### config.mk
export PLATFORM = sky130hd
export DESIGN_NAME = if_fetch_unit
export DESIGN_NICKNAME = d
export VERILOG_FILES = /design/src/rtl/if_fetch_unit.sv
export SDC_FILE = /design/constraint.sdc
export NUM_CORES = 1
export LEC_CHECK = 0
export CAP_MARGIN = 20
export CORE_MARGIN = 2
export CORE_UTILIZATION = 55
export DETAILED_ROUTE_END_ITERATION = 7
export HOLD_SLACK_MARGIN = 0.05
export PLACE_DENSITY = 0.86
export REMOVE_ABC_BUFFERS = 1
export SLEW_MARGIN = 15
export SYNTH_ARGS = -nofsm -noshare
export SYNTH_HDL_FRONTEND = slang
export SYNTH_SLANG_ARGS = --single-unit
### constraint.sdc
create_clock -name clk -period 4.9 [get_ports clk]
set_input_delay 0.98 -clock clk [delete_from_list [all_inputs] [get_ports clk]]
set_output_delay 0.98 -clock clk [all_outputs]
set_load 0.05 [all_outputs]
### src/rtl/if_fetch_unit.sv
`default_nettype none
// +----------------------------------------------------------------------------+
// | Module      : if_fetch_unit                                                |
// | Description : Instruction-fetch stage and producer side of the IF/ID       |
// |               pipeline register. Owns the PC, issues req/ack fetches to    |
// |               instruction memory, delivers {PC+4, instruction} pairs,      |
// |               honours hazard stalls and handles branch/jump redirects,     |
// |               including discarding a fetch already in flight.              |
// | Ports       : clk, reset (async, active-low)                               |
// |               stall, redirect_valid, redirect_pc      - pipeline control   |
// |               imem_req, imem_addr, imem_ack, imem_rdata - memory port      |
// |               out_valid, out_PC_4, out_Instruction     - to IF/ID register |
// |               fetch_count (only with IF_FETCH_COUNT_EN) - delivery counter |
// | Options     : `define IF_FETCH_COUNT_EN adds the fetch_count output.       |
// | Revision    : 1.0  initial release                                         |
// +----------------------------------------------------------------------------+
module if_fetch_unit #(
    parameter int               NBits    = 32,
    parameter logic [NBits-1:0] RESET_PC = 'h0040_0000
) (
    input  logic             clk,
    input  logic             reset,
    input  logic             stall,
    input  logic             redirect_valid,
    input  logic [NBits-1:0] redirect_pc,
    output logic             imem_req,
    output logic [NBits-1:0] imem_addr,
    input  logic             imem_ack,
    input  logic [NBits-1:0] imem_rdata,
    output logic             out_valid,
    output logic [NBits-1:0] out_PC_4,
    output logic [NBits-1:0] out_Instruction
`ifdef IF_FETCH_COUNT_EN
    ,
    output logic [31:0]      fetch_count
`endif
);

    typedef enum logic [1:0] {
        S_FETCH = 2'd0,   // request outstanding at r_pc
        S_HOLD  = 2'd1,   // response buffered while stalled
        S_KILL  = 2'd2    // outstanding response at r_kill_addr to be dropped
    } state_t;

    state_t           r_state;
    logic [NBits-1:0] r_pc;
    logic [NBits-1:0] r_kill_addr;
    logic [NBits-1:0] r_buf;
    logic             r_out_valid;
    logic [NBits-1:0] r_out_pc4;
    logic [NBits-1:0] r_out_instr;

    state_t           w_state_n;
    logic [NBits-1:0] w_pc_n;
    logic [NBits-1:0] w_kill_addr_n;
    logic [NBits-1:0] w_buf_n;
    logic             w_out_valid_n;
    logic [NBits-1:0] w_out_pc4_n;
    logic [NBits-1:0] w_out_instr_n;
    logic             w_deliver;
    logic [NBits-1:0] w_pc_plus4;
    logic [NBits-1:0] w_redirect_target;

    // Wraps naturally modulo 2^NBits.
    assign w_pc_plus4        = r_pc + NBits'(4);
    // Low two bits are forced to zero so targets are always word aligned.
    assign w_redirect_target = redirect_pc & ~NBits'(3);

    // After a redirect the memory still owes a response for the old address,
    // so the request keeps presenting that address until it is acknowledged.
    assign imem_req  = (r_state != S_HOLD);
    assign imem_addr = (r_state == S_KILL) ? r_kill_addr : r_pc;

    assign out_valid       = r_out_valid;
    assign out_PC_4        = r_out_pc4;
    assign out_Instruction = r_out_instr;

    always_comb begin
        w_state_n     = r_state;
        w_pc_n        = r_pc;
        w_kill_addr_n = r_kill_addr;
        w_buf_n       = r_buf;
        w_out_valid_n = r_out_valid;
        w_out_pc4_n   = r_out_pc4;
        w_out_instr_n = r_out_instr;
        w_deliver     = 1'b0;

        if (redirect_valid) begin
            // Redirect outranks stall and ack: flush, keep out_PC_4.
            w_pc_n        = w_redirect_target;
            w_out_valid_n = 1'b0;
            w_out_instr_n = '0;
            case (r_state)
                S_FETCH: begin
                    if (!imem_ack) begin
                        w_state_n     = S_KILL;
                        w_kill_addr_n = r_pc;
                    end
                end
                S_HOLD:  w_state_n = S_FETCH;
                default: w_state_n = S_KILL;
            endcase
        end else begin
            case (r_state)
                S_FETCH: begin
                    if (stall) begin
                        if (imem_ack) begin
                            w_buf_n   = imem_rdata;
                            w_state_n = S_HOLD;
                        end
                    end else if (imem_ack) begin
                        w_out_instr_n = imem_rdata;
                        w_out_pc4_n   = w_pc_plus4;
                        w_out_valid_n = 1'b1;
                        w_pc_n        = w_pc_plus4;
                        w_deliver     = 1'b1;
                    end else begin
                        w_out_valid_n = 1'b0;
                        w_out_instr_n = '0;
                    end
                end
                S_HOLD: begin
                    if (!stall) begin
                        w_out_instr_n = r_buf;
                        w_out_pc4_n   = w_pc_plus4;
                        w_out_valid_n = 1'b1;
                        w_pc_n        = w_pc_plus4;
                        w_deliver     = 1'b1;
                        w_state_n     = S_FETCH;
                    end
                end
                default: begin
                    if (imem_ack) begin
                        w_out_valid_n = 1'b0;
                        w_out_instr_n = '0;
                        w_state_n     = S_FETCH;
                    end
                end
            endcase
        end
    end

    always_ff @(posedge clk or negedge reset) begin
        if (!reset) begin
            r_state     <= S_FETCH;
            r_pc        <= RESET_PC;
            r_kill_addr <= RESET_PC;
            r_buf       <= '0;
            r_out_valid <= 1'b0;
            r_out_pc4   <= '0;
            r_out_instr <= '0;
        end else begin
            r_state     <= w_state_n;
            r_pc        <= w_pc_n;
            r_kill_addr <= w_kill_addr_n;
            r_buf       <= w_buf_n;
            r_out_valid <= w_out_valid_n;
            r_out_pc4   <= w_out_pc4_n;
            r_out_instr <= w_out_instr_n;
        end
    end

`ifdef IF_FETCH_COUNT_EN
    logic [31:0] r_fetch_count;

    // Counts real deliveries only; a stalled valid output is not re-counted.
    always_ff @(posedge clk or negedge reset) begin
        if (!reset) begin
            r_fetch_count <= '0;
        end else if (w_deliver) begin
            r_fetch_count <= r_fetch_count + 32'd1;
        end
    end

    assign fetch_count = r_fetch_count;
`else
    logic w_unused_deliver;
    assign w_unused_deliver = w_deliver;
`endif

endmodule
`default_nettype wire

After elaboration in Yosys (flattened, before gate mapping)
Index checks and enable logic that the tools add are counted.

Word-level logic and storage cells: 58. Output and inout bits: 98. Input bits: 69. Bits in registers: 163.

Equality and inequality tests: 11. Bitwise logic cells: 2. Add/sub/neg operators: 1. Reduce and logical (&&, ||, !) cells: 11. Multiplexer cells: 26.

Operator list (count): $mux W32 (10); $pmux W32 S2 (2); $add A32 B3 Y32 const B (1); $ne A3 B3 Y1 const B (5); $mux W2 (6); $reduce_and A5 Y1 (2); $pmux W2 S2 (2); $reduce_and A4 Y1 (2); $ne A2 B2 Y1 const B (3); $reduce_and A3 Y1 (2); $reduce_bool A3 Y1 (2); $mux W1 (5); $reduce_bool A4 Y1 (1); $eq A2 B1 Y1 const B (1); $eq A2 B2 Y1 const B (1); $logic_not A2 Y1 (1); $ne A2 B1 Y1 const B (1); $not A1 Y1 (2); $pmux W1 S2 (1); $reduce_bool A2 Y1 (1).

Depth between registers and ports, before layout
Gate-level depths: netlist of run 1.

Depth after elaboration: 5. Gate-level depth with buffers: 7. Depth with buffers taken out: 6.

Worst setup path before layout of run 1
OpenSTA, ideal clock, no wires.

Path kind: reg2out. Start point: register r_state[1]. End point: output port imem_addr[21]. Buffers on the path: 3. Stages on the path, launching flop included: 6. Slack: 1820 ps. Data arrival time: 2100 ps. Data required time: 3920 ps. Path through: dfrtp_1 -> buf_2 -> nor2b_1 -> clkbuf_1 -> clkbuf_1 -> o21ai_0.

Word-level cells in the longest chain between the ends: 2.

RTL lines: from (decl) (line 45) `state_t r_state;`; from (signal assigned) (line 153) `r_state <= w_state_n;`; $eq A2 B2 Y1 (line 72) `assign imem_addr = (r_state == S_KILL) ? r_kill_addr : r_pc;`; $mux W32 (line 72); to (decl) (line 27) `output logic [NBits-1:0] imem_addr,`.

Every way passes these cells.

Worst setup path after layout of run 1
Start point: register r_state[1]. End point: output port imem_addr[17].

Same word-level chain as after synthesis.

==> impl_metrics.py, run 1 <==
metrics = {
    "cells_and_area": {
        "final_core_util": 0.732,
        "n_antenna_cell": 0,
        "layout-drive-gt1-share": 0.185,
        "fin_area_um2": 9770,
        "fill_cells": 947,
        "layout_commonest_cell": "clkdlybuf4s50_1",
        "nets": 900,
        "layout_common_cells": "clkdlybuf4s50_1, dfrtp_1, nand2_1",
        "syn_to_final_growth_pct": 29.3,
        "fin_cells": 1019,
    },
    "drt": {
        "first_pass_iters": 5,
        "routed_wl_um": 18500,
        "wl_per_cell_um": 18.2,
        "drt-met1-wl_um": 7650,
        "met3_length_um": 1410,
        "route.vias.total": 5901,
        "highest_layer": "met5",
        "drc": 0,
        "drtAntennaViolNets": 0,
        "met2RoutedLength_um": 9130,
        "via_per_inst": 5.79,
        "drt_first_iter_violations": 503,
    },
    "placed_design": {
        "dp_cells": 986,
        "place_hpwl_um": 12100,
        "gp_congestion": 0.869,
        "io_buffers": 160,
        "dpl-instance-area_um2": 9200,
    },
    "yosys": {
        "ys_warn_count": 0,
        "async_flop_share": 1.00,
        "synthFlopType": "dfrtp_1",
        "synth_cell_types": 45,
        "postSynthCellCount": 693,
        "synth_area_per_cell_um2": 10.9,
        "netlist_area_um2": 7560,
        "ys_seq_area_frac": 0.520,
        "synth-edff-count": 0,
        "yosys_register_bits": 157,
    },
    "clock_network": {
        "cts_hold_buf": 0,
        "path_clk_slew_ps": 60,
        "htree_levels": 4,
        "cts_tree": "done",
        "clock_sinks": 157,
        "clk_latency_ps": 420,
        "cts_resized": 0,
        "clock_tree.buffer_depth": 2,
        "numCtsBuffers": 17,
        "post_cts_buffers": 0,
        "ctsRootBufferMaster": "clkbuf_16",
    },
    "critical_path": {
        "crit_path_max_fanout": 32,
        "cp-end-kind": "output port",
        "ff2ff_path_depth": 5,
        "rr_endpoint": "r_pc[30]",
        "arrival_ps": 3110,
        "required_ps": 3920,
        "critPathKind": "reg -> out",
        "timing.rr.start": "r_state[1]",
        "ff2ff_setup_slack_ps": 2460,
        "critPathLaunchType": "flop",
    },
    "timing": {
        "tightest_slew_ps": 1050,
        "max_freq_ghz": 0.245,
        "fin_skew_ps": 9.44,
        "hold_viol": 0,
        "grt_setup_unrepaired": "no",
        "drv_slew": 0,
        "finalCriticalPeriod_ps": 4090,
        "relSlewSlack": 0.299,
        "setup_viol": 0,
        "finalSetupTns_ps": 0,
        "min_period_over_period": 0.834,
    },
    "worst_hold_path": {
        "hold_start": "out_valid",
        "min_to": "out_valid",
        "min_path_cells": 2,
        "hold_class": "reg -> reg",
    },
    "floorplanning": {
        "die_y_um": 121,
        "dieArea_um2": 14700,
        "start_util": 0.566,
        "core_um2": 13300,
        "ios": 167,
        "rows": 42,
        "die_w_um": 121,
    },
    "global_route": {
        "grt_max_degree": 119,
        "antenna_found_initial": 1,
        "grt_pass1_vias": 6060,
        "grt-ovfl-total": 0,
        "grt_pass1_wl_um": 30000,
        "grt_use_total": 0.260,
    },
    "power": {
        "seq_power_share": 0.399,
        "p_sw_mw": 1.56,
        "ir_worst_vdd_mv": 0.321,
        "cell_internal_pwr_mw": 2.87,
        "swShare": 0.352,
        "combinationalPowerShare": 0.323,
        "finalPower_mw": 4.42,
        "p_per_area_nw_per_um2": 452,
        "p_leak_nw": 4.03,
        "clkPwrFrac": 0.278,
    },
    "status": {
        "status": "finished, final reports clean",
    },
    "flow_run": {
        "drv_cap": 0,
    },
}
[worst max path at each step]
stage | from | end | slack, ps | depth (start not counted)
finish | r_state[1] | imem_addr[17] | 810 | 3
global route | r_state[1] | imem_addr[27] | 670 | 3
CTS | r_state[1] | imem_addr[29] | 800 | 3
detailed placement | r_state[1] | imem_addr[29] | 1250 | 3
global placement | r_state[1] | imem_addr[17] | 1330 | 3
floorplan | r_state[1] | imem_addr[21] | 1050 | 2
[metal layers]
metal,up-vias,track usage
li1,2670,-
met1,2914,0.338
met2,278,0.426
met3,37,0.0663
met4,2,0.0891
met5,-,0
[logic make-up after synthesis]
kind of cell    synth area share
mux                        0.137
compound gates            0.0995
other cells             0.000496
buf+inv                   0.0409
fa+ha+maj                0.00166
flops                      0.520
xor+xnor                  0.0638
simple gates               0.136
[cell type report]
class / instances / area [µm²] / share of cell area
sequential: 157 / 3930 / 0.402
timing repair buffer: 171 / 1700 / 0.174
inverter: 4 / 15.0 / 0.00154
clock buffer: 24 / 482 / 0.0493
multi-input combinational: 479 / 3360 / 0.344
tap: 176 / 220 / 0.0225
clock inverter: 8 / 65.1 / 0.00666
[Yosys cell counts (all sizes together), types with 2 or more instances]
cell,count,area share
dfrtp,155,0.51
nand2,111,0.055
o21ai,95,0.063
mux2,91,0.14
xor2,41,0.048
clkbuf,33,0.021
a22oi,32,0.032
nand3,29,0.022
buf,23,0.018
xnor2,14,0.016
nand4,12,0.015
nor2,12,0.0060
nor3,10,0.012
and3,7,0.0058
inv,4,0.0020
nor4,4,0.0093
nor2b,3,0.0025
or3,3,0.0031
dfstp,2,0.0070
or2,2,0.0017
[registers in the layout, summed over array words and instances, names as in the netlist]
| signal | cells |
|---|---|
| out_Instruction | 32 |
| r_buf | 32 |
| out_PC_4 | 30 |
| r_kill_addr | 30 |
| r_pc | 30 |
| r_state | 2 |
| out_valid | 1 |
[worst max-delay path, cell delays in order (launching register included)]
cell,delay (ps)
dfrtp_1,590
nor2b_4,940
mux2_2,450
clkdlybuf4s50_1,710
[stage by stage]
stage | setup WS (ps) | hold WS [ps]
after floorplan | 1050 | 475
after global placement | 1330 | 461
after detailed placement | 1250 | 470
after CTS | 804 | 484
after global routing | 667 | 507
final | 813 | 478
[power groups by stage]
stage	logic, mW	clock network, mW	registers, mW
global route	1.50	1.30	1.80
finish	1.43	1.23	1.76
floorplan	0.669	0	2.01
detailed placement	1.43	0	1.78
CTS	1.44	1.25	1.76
global placement	1.39	0	1.75
Power figures use the tool's default switching activity.
==> run 2: changes to the inputs <==
--- a/config.mk
+++ b/config.mk
@@ -7,10 +7,10 @@
 export LEC_CHECK = 0
 export CAP_MARGIN = 20
 export CORE_MARGIN = 2
-export CORE_UTILIZATION = 55
+export CORE_UTILIZATION = 46
 export DETAILED_ROUTE_END_ITERATION = 7
 export HOLD_SLACK_MARGIN = 0.05
-export PLACE_DENSITY = 0.86
+export PLACE_DENSITY = 0.77
 export REMOVE_ABC_BUFFERS = 1
 export SLEW_MARGIN = 15
 export SYNTH_ARGS = -nofsm -noshare
==> constraint.sdc (replaced) <==
create_clock -name clk -period 3.6 [get_ports clk]
set_input_delay 0.72 -clock clk [delete_from_list [all_inputs] [get_ports clk]]
set_output_delay 0.72 -clock clk [all_outputs]
set_load 0.05 [all_outputs]
==> run 2 against run 1 <==
Cell area grew 1.4%. Power increased by 40%. Via count fell by 5.4%. Clock skew increased by 0.77 ps. Sequential power rose by 36%. Utilization fell by 11 points. Setup slack worse by 540 ps. Critical endpoint is now imem_addr[22].
==> impl_metrics.py, run 2 (synthesis results as in run 1) <==
metrics = {
    "global_route": {
        "grt_max_degree": 79,
        "grt_pass1_vias": 5662,
        "grt_pass1_wl_um": 29900,
        "grt_use_total": 0.215,
        "antenna_found_initial": 0,
        "met2_usage": 0.345,
        "grt_busiest_layer": "met2",
        "grt_util_met1": 0.293,
        "grt_use_met3": 0.0507,
        "grt-ovfl-total": 0,
    },
    "clock_network": {
        "clock_tree.buffer_depth": 2,
        "clk_latency_ps": 420,
        "clock_sinks": 157,
        "path_clk_slew_ps": 60,
        "htree_levels": 4,
        "cts_hold_buf": 0,
        "cts_resized": 0,
        "ctsRootBufferMaster": "clkbuf_16",
        "post_cts_buffers": 0,
        "cts_tree": "done",
        "numCtsBuffers": 17,
    },
    "placed_design": {
        "place_hpwl_um": 11800,
        "io_buffers": 160,
        "gp_congestion": 0.757,
    },
    "timing": {
        "setup_viol": 0,
        "finalSetupTns_ps": 0,
        "grt_setup_unrepaired": "no",
        "relSlewSlack": 0.439,
        "hold_viol": 0,
        "tightest_slew_ps": 836,
        "min_period_over_period": 0.925,
        "finalCriticalPeriod_ps": 3330,
        "max_freq_ghz": 0.300,
        "fin_skew_ps": 10.2,
        "drv_slew": 0,
    },
    "floorplanning": {
        "die_w_um": 132,
        "core_um2": 15900,
        "dieArea_um2": 17500,
        "ios": 167,
        "start_util": 0.474,
        "die_y_um": 132,
        "rows": 46,
    },
    "status": {
        "status": "finished, final reports clean",
    },
    "critical_path": {
        "crit_path_top_delay_cell": "clkdlybuf4s50_1",
        "critPathLaunchType": "flop",
        "critPathKind": "reg -> out",
        "crit_chain": "nor2b_4, buf_12, mux2_2, clkdlybuf4s50_1",
        "required_ps": 2880,
        "arrival_ps": 2610,
        "cpPeakStageDelay_ps": 730,
        "crit_path_max_fanout": 32,
        "cp-end-kind": "output port",
    },
    "flow_run": {
        "drv_cap": 0,
    },
    "drt": {
        "drc": 0,
        "route.vias.total": 5583,
        "first_pass_iters": 5,
        "wl_per_cell_um": 17.0,
        "via_per_inst": 5.27,
        "drtAntennaViolNets": 0,
        "drt_first_iter_violations": 310,
        "routed_wl_um": 18100,
    },
    "cells_and_area": {
        "n_antenna_cell": 0,
        "nets": 903,
        "syn_to_final_growth_pct": 31.2,
        "layout-drive-gt1-share": 0.191,
        "layout_commonest_cell": "clkdlybuf4s50_1",
        "final_core_util": 0.622,
        "layout_common_cells": "clkdlybuf4s50_1, dfrtp_1, nand2_1",
    },
    "power": {
        "p_leak_nw": 4.06,
        "ir_worst_vdd_mv": 0.367,
        "p_per_area_nw_per_um2": 625,
    },
    "worst_hold_path": {
        "hold_class": "in -> async",
    },
}
-- run 2: cell types whose count changed in the layout (fill, tap and decap cells not counted), sizes merged --
cell,change
clkinvlp,+2
clkdlybuf4s50,-1
clkinv,-3
clkbuf,-5
buf,+4
bufinv,+3
inv,+1
-- run 2: layout make-up --
cell class | count | area [µm²]
Inverter | 4 | 15.0
Sequential cell | 157 | 3930
Multi-Input combinational cell | 479 | 3360
Clock inverter | 11 | 168
Clock buffer | 19 | 443
Fill cell | 1293 | 6030
Timing Repair Buffer | 174 | 1730
Tap cell | 216 | 270
-- run 2: final timing paths --
path | start | to | slack, ps | cells after the start
hold reg to reg | out_valid | out_valid | 470 | 2
hold / removal | reset | out_Instruction[15] | 340 | 1
min in group clk | out_valid | out_valid | 470 | 2
setup reg to reg | r_state[1] | out_PC_4[28] | 1410 | 5
max in group asynchronous | reset | out_PC_4[18] | 2450 | 2
setup / recovery | r_state[1] | imem_addr[22] | 270 | 4
-- run 2: layer usage --
metal | vias up | wire (µm)
met2 | 184 | 8660
met5 | - | 0
met4 | 0 | 189
met1 | 2704 | 7960
li1 | 2679 | -
met3 | 16 | 1260
-- run 2: metrics by stage --
stage	std cells	hold WS [ps]	cell area [µm²]	setup WS (ps)	power, mW
2_1_floorplan	640	424	7270	6.72	3.65
3_3_place_gp	1030	459	9300	726	4.31
3_5_place_dp	1030	464	9300	698	4.35
4_1_cts	1060	376	9910	247	6.25
5_1_grt	1060	397	9910	165	6.48
6_report	1060	345	9910	269	6.19
-- run 2: power by group --
part	switching [mW]	internal (mW)
sequential	0.253	2.14
combinational	1.16	0.770
clock	0.700	1.17
total	2.11	4.08
-- run 2: worst max-delay path: cells and delay by family, from the launching register on --
kind                   cells  cell delay [ps]
buffers and inverters      2              960
flip-flops                 1              620
multiplexers               1              360
AND/OR/NAND/NOR            1              250
==> run 3: changes to the inputs <==
--- a/config.mk
+++ b/config.mk
@@ -6,11 +6,12 @@
 export NUM_CORES = 1
 export LEC_CHECK = 0
 export CAP_MARGIN = 20
+export CORE_ASPECT_RATIO = 1.2
 export CORE_MARGIN = 2
-export CORE_UTILIZATION = 46
+export CORE_UTILIZATION = 51
 export DETAILED_ROUTE_END_ITERATION = 7
 export HOLD_SLACK_MARGIN = 0.05
-export PLACE_DENSITY = 0.77
+export PLACE_DENSITY = 0.81
 export REMOVE_ABC_BUFFERS = 1
 export SLEW_MARGIN = 15
 export SYNTH_ARGS = -nofsm -noshare
==> constraint.sdc (replaced) <==
create_clock -name clk -period 3.5 [get_ports clk]
set_input_delay 0.7 -clock clk [delete_from_list [all_inputs] [get_ports clk]]
set_output_delay 0.7 -clock clk [all_outputs]
set_load 0.05 [all_outputs]
==> run 3 against run 2 <==
Cell area fell by 0.95%. Power grew 1.9%. Clock power about the same. Non-clock buffer count is the same. Register-to-register slack lost 110 ps. Die area shrank 9.5%. Sequential power is 3% higher. Critical path type unchanged. Largest cell class unchanged.
==> impl_metrics.py, run 3 (synthesis results as in run 1) <==
metrics = {
    "global_route": {
        "grt_pass1_wl_um": 29600,
        "grt_max_degree": 83,
        "grt_pass1_vias": 5915,
        "grt-ovfl-total": 0,
        "grt_use_total": 0.240,
        "antenna_found_initial": 0,
    },
    "timing": {
        "setup_viol": 0,
        "hold-worst-slack_ps": 198,
        "hold_viol": 0,
        "grt_setup_unrepaired": "no",
        "drv_slew": 0,
        "relSlewSlack": 0.397,
        "min_period_over_period": 0.939,
        "tightest_slew_ps": 899,
        "max_freq_ghz": 0.304,
        "fin_skew_ps": 8.11,
        "finalCriticalPeriod_ps": 3290,
    },
    "power": {
        "seq_power_share": 0.392,
        "cell_internal_pwr_mw": 4.12,
        "ir_worst_vdd_mv": 0.428,
        "p_per_area_nw_per_um2": 643,
        "p_leak_nw": 4.07,
        "finalPower_mw": 6.31,
        "swShare": 0.347,
        "p_sw_mw": 2.19,
        "combinationalPowerShare": 0.314,
        "clkPwrFrac": 0.294,
    },
    "flow_run": {
        "drv_cap": 0,
    },
    "floorplanning": {
        "ios": 167,
        "start_util": 0.524,
        "die_w_um": 115,
        "rows": 48,
        "die_y_um": 137,
        "dieArea_um2": 15800,
        "core_um2": 14400,
    },
    "cells_and_area": {
        "final_core_util": 0.681,
        "layout_commonest_cell": "dfrtp_1",
        "fin_area_um2": 9820,
        "layout_common_cells": "dfrtp_1, clkdlybuf4s50_1, nand2_1",
        "layout-drive-gt1-share": 0.206,
        "nets": 903,
        "syn_to_final_growth_pct": 29.9,
    },
    "clock_network": {
        "numCtsBuffers": 17,
        "clock_sinks": 157,
        "clk_latency_ps": 420,
        "post_cts_buffers": 0,
        "clock_tree.buffer_depth": 2,
        "cts_tree": "done",
        "htree_levels": 4,
        "ctsRootBufferMaster": "clkbuf_16",
        "path_clk_slew_ps": 60,
    },
    "drt": {
        "drtAntennaViolNets": 0,
        "routed_wl_um": 18400,
        "via_per_inst": 5.70,
        "wl_per_cell_um": 18.0,
        "drc": 0,
        "first_pass_iters": 4,
        "route.vias.total": 5823,
        "drt_first_iter_violations": 483,
    },
    "critical_path": {
        "critPathLaunchType": "flop",
        "critPathKind": "reg -> out",
        "arrival_ps": 2590,
        "crit_path_max_fanout": 22,
        "cp-end-kind": "output port",
        "required_ps": 2800,
    },
    "placed_design": {
        "place_hpwl_um": 12500,
        "gp_congestion": 0.819,
        "io_buffers": 160,
        "dpl-instance-area_um2": 9210,
    },
    "worst_hold_path": {
        "hold_class": "in -> async",
    },
    "status": {
        "status": "finished, final reports clean",
    },
}
-- run 3: area by class of cell --
class	count	area [µm²]
fill	1064	4600
sequential	157	3930
multi-input combinational	479	3350
timing repair buffer	174	1690
clock buffer	23	498
tap	175	219
clock inverter	9	106
inverter	4	15.0
antenna	1	2.50
-- run 3: worst paths after layout --
path,startpoint,to,slack (ps),cells past startpoint
max,r_state[1],imem_addr[19],210,4
min,reset,out_Instruction[0],200,1
max reg2reg,r_pc[2],r_pc[30],1300,6
min reg2reg,out_Instruction[27],out_Instruction[27],480,2
max in group asynchronous,reset,r_pc[22],2510,2
min in group clk,out_Instruction[27],out_Instruction[27],480,2
-- run 3: power groups by stage --
| stage | registers [mW] | clock network [mW] | logic [mW] |
|---|---|---|---|
| floorplan | 2.82 | 0 | 0.937 |
| global placement | 2.47 | 0 | 1.95 |
| detailed placement | 2.50 | 0 | 1.99 |
| CTS | 2.47 | 1.89 | 2.00 |
| global route | 2.52 | 1.98 | 2.09 |
| finish | 2.47 | 1.86 | 1.98 |
-- run 3: timing repair --
item	4_1_cts	5_1_grt
setup endpoints to repair	0	11
hold buffers	0	0
resized for setup	0	2
-- run 3: metal layers --
metal,GRT usage,part of all wire,vias up
met5,0,0,-
li1,-,-,2678
met1,0.309,0.42,2919
met4,0.0783,0.013,0
met2,0.401,0.51,206
met3,0.0568,0.063,20
-- run 3: per-stage QoR --
stage | setup TNS (ps) | setup WS, ps | cells
floorplan | -147 | -73.3 | 640
global placement | 0 | 579 | 989
detailed placement | 0 | 508 | 989
CTS | 0 | 45.4 | 1021
global route | 0 | 120 | 1021
finish | 0 | 214 | 1022
-- run 3: critical path, stage by stage (launching register included) --
cell and delay, ps:
dfrtp_2 500, nor2b_2 220, buf_4 340, mux2_2 400, clkdlybuf4s50_1 700
==> edit, RTL diff (settings of run 3) <==
Add a define of `IF_FETCH_COUNT_EN`.
--- a/src/rtl/if_fetch_unit.sv
+++ b/src/rtl/if_fetch_unit.sv
@@ -16,2 +16,4 @@
 // +----------------------------------------------------------------------------+
+`define IF_FETCH_COUNT_EN
+
 module if_fetch_unit #(
Formal check against the unedited RTL (old outputs only; new: fetch_count): equivalent (Yosys induction, for registers that start in step).
==> edit against run 3 <==
- routed wire length increased by 16%
- hold slack improved by 0.070 ns
- via count increased by 15%
- global-route usage decreased by 0.42 points
- non-clock buffer count increased by 33
- core utilization decreased by 0.39 points
- setup slack improved by 0.059 ns
- cell area increased by 17%
- synthesized area increased by 18%
- sequential cell count increased by 32
- cell count increased by 20%
- power increased by 6.4%
- critical path type unchanged
- largest cell class unchanged
- highest routed layer unchanged
==> edit: results (changes against run 3) <==
metric	value	unit	change
most area-consuming cells after synthesis	dfrtp_1, mux2_2, xnor2_1, nand2_1, o21ai_0		
Post-synth top cells	dfrtp_1, nand2_1, mux2_2		
Vias/cell	5.454		-4.3%
share of cells above drive strength 1	15.20	%	-5.4 points
first-pass GRT wire length	34840	um	+18%
DR iter-0 viols	455		-5.8%
TritonRoute pass-1 iters	5		+1
largest net degree at the start of global routing	75		-9.6%
NumNets Final	1071		+19%
gr usage total	23.58	%	-0.42 points
worst clock skew	0.01213	ns	+0.004025 ns
Top FF cell, synth	dfrtp_1		
register area share after synthesis	53.22	%	+1.2 points
dpl cell area	10950	um^2	+19%
CP max FO	31		+41%
Max VDD drop	385.9	uV	-9.9%
antenna fix cells	0		-1
Crit path largest cell delay	0.73	ns	+0.03 ns
status	finished, final reports clean		
Placer Congestion	0.7914		-3.3%
Pleak	0.004739	uW	+16%
Port Buffers	192		+20%
Total Wirelength	21320	um	+16%
Slew @ Worst Pin	1.006	ns	+0.1068 ns
DP HPWL	14490	um	+16%
via count of the first global-routing pass	6658		+13%
unique cell type count in the Yosys netlist	39		-13%
Worst EP arrival	2.53	ns	-0.06 ns
-- edit: cell types whose count changed after synthesis, sizes merged, moves of 6 or more --
cell | before | now
nand3 | 29 | 23
nand2 | 111 | 122
nor3 | 10 | 28
dfrtp | 155 | 187
and3 | 7 | 16
clkbuf | 33 | 44
xor2 | 41 | 23
nor2 | 12 | 34
and4 | 1 | 7
xnor2 | 14 | 63
-- edit: cell type report --
class / count / area, um^2 / share of cell area (%)
Timing Repair Buffer: 207 / 2071 / 18.00
Sequential cell: 189 / 4732 / 41.14
Clock inverter: 13 / 116.4 / 1.012
Tap cell: 216 / 270.3 / 2.350
Inverter: 8 / 30.03 / 0.2611
Clock buffer: 19 / 432.9 / 3.764
Multi-Input combinational cell: 577 / 3849 / 33.46
-- edit: stage by stage --
stage          hold slack (ns)  power (uW)  setup slack, ns  setup TNS (ns)  instances
2_1_floorplan           0.4044        4157          -0.8519          -27.29        774
3_3_place_gp            0.4601        4875           0.4863               0       1197
3_5_place_dp            0.4688        4924           0.4581               0       1197
4_1_cts                 0.2933        6766           0.2354               0       1229
5_1_grt                 0.3103        7010           0.1523               0       1229
6_report                0.2677        6718           0.2727               0       1229
-- edit: routing by layer --
layer / GRT usage (%) / share of wire [%] / vias to the layer above
li1: - / - / 3185
met1: 29.97 / 42 / 3279
met2: 40.66 / 51 / 216
met3: 5.108 / 6.0 / 23
met4: 7.247 / 1.4 / 0
met5: 0 / 0 / -
-- edit: cells by family (layout without fill, tap and decap cells) --
kind of cell    count (synthesis)  count (layout)  synth area share [%]
mux                            94              94                 11.88
buf+inv                        77             247                 3.799
fa+ha+maj                       2               2                0.2814
simple gates                  263             263                 14.14
flops                         189             189                 53.22
xor+xnor                       86              86                 8.470
other cells                     1               4               0.04217
compound gates                128             128                 8.175
-- edit: power breakdown --
group,internal (uW),switching [uW]
Combinational,810,1250
Sequential,2550,262
Clock,983,856
-- edit: path summary, 6_finish.rpt --
| check | from | slack [ns] | cells past startpoint | endpoint |
|---|---|---|---|---|
| min in group clk | out_Instruction[3] | 0.48 | 2 | out_Instruction[3] |
| worst max-delay path | r_state[1] | 0.27 | 4 | imem_addr[20] |
| max in group asynchronous | reset | 2.38 | 2 | r_kill_addr[9] |
| worst max register to register | r_pc[2] | 1.03 | 6 | r_pc[30] |
| worst min-delay path | reset | 0.27 | 1 | r_kill_addr[5] |
| worst min register to register | out_Instruction[3] | 0.48 | 2 | out_Instruction[3] |
-- edit: worst max-delay path: cells and delay by family (launching register included) --
kind / cells / cell delay (ns)
buffers and inverters: 2 / 0.96
DFF: 1 / 0.52
muxes: 1 / 0.36
and+or+nand+nor: 1 / 0.25
